<file path="src/rtl/osc_pkg.sv">
`default_nettype none
// ============================================================================
// Module   : osc_pkg
// Purpose  : Shared channel mode enum and default sizing for multi_oscillator.
// Revision : 1.0 - initial release
// ============================================================================
package osc_pkg;

    localparam int c_NUM_CH_DEFAULT  = 4;
    localparam int c_DIV_W_DEFAULT   = 8;
    localparam int c_PHASE_W_DEFAULT = 8;

    typedef enum logic {
        OFF = 1'b0,
        ON  = 1'b1
    } MODE_TYPES;

endpackage
`default_nettype wire

</file>
<file path="src/rtl/osc_channel.sv">
`default_nettype none
// ============================================================================
// Module   : osc_channel
// Purpose  : One tone channel: clock divider stepping a sawtooth phase.
// Revision : 1.0 - initial release
// ============================================================================
module osc_channel
    import osc_pkg::*;
#(
    parameter int DIV_W   = c_DIV_W_DEFAULT,
    parameter int PHASE_W = c_PHASE_W_DEFAULT
) (
    input  logic               clk,
    input  logic               rst,
    input  logic               i_play,
    input  logic [DIV_W-1:0]   i_freq,
    output logic               o_at_max,
    output logic [PHASE_W-1:0] o_saw,
    output logic               o_square,
    output MODE_TYPES          o_state
);

    logic [DIV_W-1:0]   r_div_cnt;
    logic [PHASE_W-1:0] r_phase;
    logic               w_active;
    logic               w_wrap;

    assign w_active = i_play && (i_freq != '0);
    // Compare against the live freq so a shortened period wraps on the next edge.
    assign w_wrap   = (r_div_cnt >= (i_freq - DIV_W'(1)));

    always_ff @(posedge clk) begin
        if (rst || !w_active) begin
            r_div_cnt <= '0;
            r_phase   <= '0;
        end else if (w_wrap) begin
            r_div_cnt <= '0;
            r_phase   <= r_phase + PHASE_W'(1);
        end else begin
            r_div_cnt <= r_div_cnt + DIV_W'(1);
        end
    end

    assign o_at_max = w_active && w_wrap;
    assign o_saw    = r_phase;
    assign o_square = r_phase[PHASE_W-1];
    assign o_state  = w_active ? ON : OFF;

endmodule
`default_nettype wire

</file>
<file path="src/rtl/multi_oscillator.sv">
`default_nettype none
// ============================================================================
// Module   : multi_oscillator
// Purpose  : NUM_CH independent tone channels with optional registered mixer
//            (mixer built only when OSC_MIX_EN is defined).
// Revision : 1.0 - initial release
// ============================================================================
module multi_oscillator
    import osc_pkg::*;
#(
    parameter int NUM_CH  = c_NUM_CH_DEFAULT,
    parameter int DIV_W   = c_DIV_W_DEFAULT,
    parameter int PHASE_W = c_PHASE_W_DEFAULT
) (
    input  logic                             clk,
    input  logic                             rst,
    input  logic [NUM_CH-1:0]                play,
    input  logic [NUM_CH*DIV_W-1:0]          freq,
    output logic [NUM_CH-1:0]                at_max,
    output logic [NUM_CH*PHASE_W-1:0]        saw,
    output logic [NUM_CH-1:0]                square,
    output logic [NUM_CH-1:0]                state,
    output logic [PHASE_W+$clog2(NUM_CH):0]  mix
);

    for (genvar i = 0; i < NUM_CH; i++) begin : g_ch
        MODE_TYPES w_state;

        osc_channel #(
            .DIV_W   (DIV_W),
            .PHASE_W (PHASE_W)
        ) u_channel (
            .clk      (clk),
            .rst      (rst),
            .i_play   (play[i]),
            .i_freq   (freq[i*DIV_W +: DIV_W]),
            .o_at_max (at_max[i]),
            .o_saw    (saw[i*PHASE_W +: PHASE_W]),
            .o_square (square[i]),
            .o_state  (w_state)
        );

        assign state[i] = w_state;
    end

`ifdef OSC_MIX_EN
    localparam int c_MIX_W = PHASE_W + $clog2(NUM_CH) + 1;

    logic [c_MIX_W-1:0] w_mix_sum;
    logic [c_MIX_W-1:0] r_mix;

    // A channel just turned off still shows its old phase for one cycle; gate on state.
    always_comb begin
        w_mix_sum = '0;
        for (int k = 0; k < NUM_CH; k++) begin
            if (state[k]) begin
                w_mix_sum = w_mix_sum + c_MIX_W'(saw[k*PHASE_W +: PHASE_W]);
            end
        end
    end

    always_ff @(posedge clk) begin
        if (rst) begin
            r_mix <= '0;
        end else begin
            r_mix <= w_mix_sum;
        end
    end

    assign mix = r_mix;
`else
    assign mix = '0;
`endif

endmodule
`default_nettype wire

</file>
<file path="config.mk">
export PLATFORM = sky130hd
export DESIGN_NAME = multi_oscillator
export DESIGN_NICKNAME = d
export VERILOG_FILES = /design/src/rtl/osc_pkg.sv /design/src/rtl/osc_channel.sv /design/src/rtl/multi_oscillator.sv
export SDC_FILE = /design/constraint.sdc
export NUM_CORES = 1
export LEC_CHECK = 0
export CORE_UTILIZATION = 51
export DETAILED_ROUTE_END_ITERATION = 10
export PLACE_DENSITY = 0.81
export SETUP_SLACK_MARGIN = 0.2
export SLEW_MARGIN = 20
export SYNTH_ARGS = -nofsm -noshare
export SYNTH_HDL_FRONTEND = slang
export SYNTH_HIERARCHICAL = 1
export SYNTH_SLANG_ARGS = --single-unit
</file>
<file path="constraint.sdc">
create_clock -name clk -period 4.8 [get_ports clk]
set_input_delay 1.2 -clock clk [delete_from_list [all_inputs] [get_ports clk]]
set_output_delay 1.2 -clock clk [all_outputs]
set_load 0.02 [all_outputs]
</file>
==> flow_summary.json <==
{
  "status": "finished clean",
  "cp_max_fo": 3,
  "hold_end": "g_ch[1].u_channel/r_div_cnt[0]$_SDFF_PP0_",
  "dpl.hpwl_mm": 7.745,
  "syn_inst": 486,
  "dp.cells": 700,
  "met3WireLength_um": 456,
  "hold_path_class": "flop to flop",
  "htree_levels": 3,
  "rr_worst_depth": 6,
  "r2r_end": "g_ch[0].u_channel/o_saw[7]$_SDFFE_PP0P_",
  "yosysWarnings": 6,
  "fp.coreArea_sq_um": 7807,
  "drtIter0Drc": 127,
  "io_pins": 93,
  "grt_max_degree": 17,
  "worst_slack_ns": 0.2433,
  "grt.overflow.total": 0,
  "hold_viol": 0,
  "seqPwrFrac": 0.453,
  "drc": 0,
  "cp-start-kind": "input pin",
  "final_cells": 719,
  "drive_above_1_share": 0.1912,
  "synth.top_cells.by_area": "dfxtp_1 (31%), ha_1 (14%), xnor2_1 (6.3%)",
  "dr.pass1.iters": 4,
  "fin_tns_setup_ns": 0,
  "yosysTopAreaCellShare": 0.3071,
  "post-route-period-util": 0.9493,
  "yosys-top-cells-count": "dfxtp_1 (64), nor2_1 (61), ha_1 (48), xnor2_1 (30), inv_1 (29)",
  "powerDensity_nw_per_um2": 208.1,
  "synth.most_common_cell": "dfxtp_1",
  "hold_start": "g_ch[1].u_channel/r_div_cnt[0]$_SDFF_PP0_",
  "drt-total-wl_mm": 10.39,
  "p_clk_frac": 0.385,
  "relSlewSlack": 0.6107,
  "critPathArrivalTime_ns": 3.36,
  "clock.fmax_mhz": 219.5,
  "final_antenna_net_count": 0,
  "netSwitchingFraction": 0.2674,
  "dr_wl_met2_mm": 5.274,
  "met1_length_mm": 4.405,
  "clk_root_buffer_cell": "clkbuf_8",
  "cts_sinks": 64,
  "clk_latency_ns": 0.34,
  "portBuffers": 81,
  "diodes": 0,
  "syn2layout_area_growth_pct": 36.77,
  "wl_per_cell_um": 14.45,
  "syn_area_sq_um": 4172,
  "place_ws_ns": -0.4402,
  "nNetsFinal": 698,
  "p_int_mw": 0.8699,
  "route.vias.total": 3914,
  "seq_area_frac_synth": 0.3071,
  "p_sw_mw": 0.3175,
  "path_class": "input pin to output pin",
  "ys.flop_type": "dfxtp_1",
  "rsz0062_at_grt": "no",
  "worstSetupStartpoint": "freq[13]",
  "finalPower_mw": 1.187,
  "clk_pin_slew_ns": 0.07,
  "setup_viol": 0,
  "leakagePower_nw": 2.342,
  "gp_congestion": 0.8233,
  "syn_avg_cell_area_sq_um": 8.583,
  "numCtsBuffers": 9,
  "synth-edff-count": 0,
  "fin_util": 0.7308,
  "synth_cell_types": 45,
  "hold_depth": 1,
  "fin_crit_ns": 4.557,
  "synth_async_sr_flop_share": 0,
  "finalMaxSlewViolations": 0,
  "grt_antenna_before_repair": 0,
  "irDropWorstVdd_uv": 120.5,
  "cp-end-kind": "output pin",
  "avgViaCountPerCell": 5.444,
  "timing.rr.start": "g_ch[0].u_channel/r_div_cnt[5]$_SDFF_PP0_",
  "initial_utilization": 0.5343,
  "synth.ff_latch_count": 64,
  "rows": 32,
  "track_usage": 0.2362,
  "die-area_sq_um": 8545,
  "tightestPinTransition_ns": 0.5776,
  "dr.max_layer_used": "met4",
  "p_comb_frac": 0.162,
  "cts_max_path_buffers": 2,
  "cap_violations": 0,
  "finClkSkew_ns": 0.009780,
  "die_x_um": 92.44,
  "reg2reg_slack_ns": 2.60,
  "cts_tree": "built",
  "die_y_um": 92.44,
  "grt_pass1_wl_mm": 16.30,
  "postCtsHoldBufs": 0,
  "grt_pass1_vias": 3787,
  "synth_top_area_cell": "dfxtp_1",
  "crit_required_ns": 3.60
}
-- flip-flops by register name (all words and copies together), names as in the netlist --
register,flops
g_ch.u_channel/o_saw,32
g_ch.u_channel/r_div_cnt,32
-- power by group through the flow --
stage               clock, mW  combinational [mW]  sequential [mW]
floorplan                   0              0.0933            0.549
global placement            0               0.167            0.550
detailed placement          0               0.174            0.550
CTS                     0.465               0.180            0.538
global route            0.489               0.207            0.538
finish                  0.457               0.192            0.538
-- worst max path at each step --
stage / to / depth (start not counted) / slack (ns)
floorplan: at_max[0] / 8 / 0.30
global placement: at_max[1] / 9 / -0.42
detailed placement: at_max[1] / 9 / -0.44
CTS: at_max[1] / 9 / 0.20
global route: at_max[0] / 12 / 0.17
finish: at_max[1] / 10 / 0.24
-- area by class of cell --
type,instances,area (sq um)
multi-input cells,377,2815
fillers,558,2102
flip-flops and latches,64,1281
repair buffers,131,1177
well taps,102,127.6
clock buffers,9,123.9
inverters,29,108.9
clock inverters,7,71.32
-- critical path, stage by stage --
cell and delay [ns]:
clkdlybuf4s15_1 0.21, or4_4 0.58, buf_6 0.15, nor2_4 0.07, xnor2_1 0.08, ha_1 0.33, nand4_1 0.12, o311a_4 0.41
nor2_4 0.08, buf_6 0.12
-- layer usage --
| metal | vias to the layer above | track usage |
|---|---|---|
| met1 | 1852 | 0.2668 |
| met5 | - | 0 |
| met2 | 108 | 0.4321 |
| li1 | 1929 | - |
| met3 | 25 | 0.05008 |
| met4 | 0 | 0.08724 |
-- layout by cell type (no fill, tap or decap), types with 6 or more instances in the layout --
| cell type | n |
|---|---|
| nor2_4 | 6 |
| nand2b_1 | 6 |
| nand2_1 | 20 |
| nor2_1 | 55 |
| or3_1 | 19 |
| a21oi_1 | 23 |
| clkbuf_8 | 9 |
| nand3_1 | 27 |
| inv_1 | 25 |
| and3_1 | 18 |
| mux2i_1 | 6 |
| clkdlybuf4s15_1 | 6 |
| dfxtp_1 | 64 |
| clkdlybuf4s50_1 | 60 |
| o21ai_0 | 20 |
| xnor2_1 | 29 |
| ha_1 | 45 |
| buf_6 | 6 |
| xor2_1 | 22 |
| buf_4 | 48 |
| conb_1 | 11 |
-- repair_timing --
item	in CTS	in global routing
setup buffers	3	0
gates resized for setup	65	37
setup endpoints to repair	4	5
pin swaps	23	31
-- logic make-up after synthesis --
logic type      count (synthesis)  synth area share
simple gates                  187            0.2322
mux                             6           0.01440
buf+inv                        55           0.07378
fa+ha+maj                      48            0.1440
xor+xnor                       52            0.1092
compound gates                 73            0.1185
other cells                     1         0.0008990
flops                          64            0.3071
-- through the flow --
stage	hold WS [ns]	instance area [sq um]
2_1_floorplan	0.4258	4209
3_3_place_gp	0.4437	5301
4_1_cts	0.4746	5614
3_5_place_dp	0.4578	5301
6_report	0.4679	5705
5_1_grt	0.4954	5705
(Power assumes the default switching activity.)
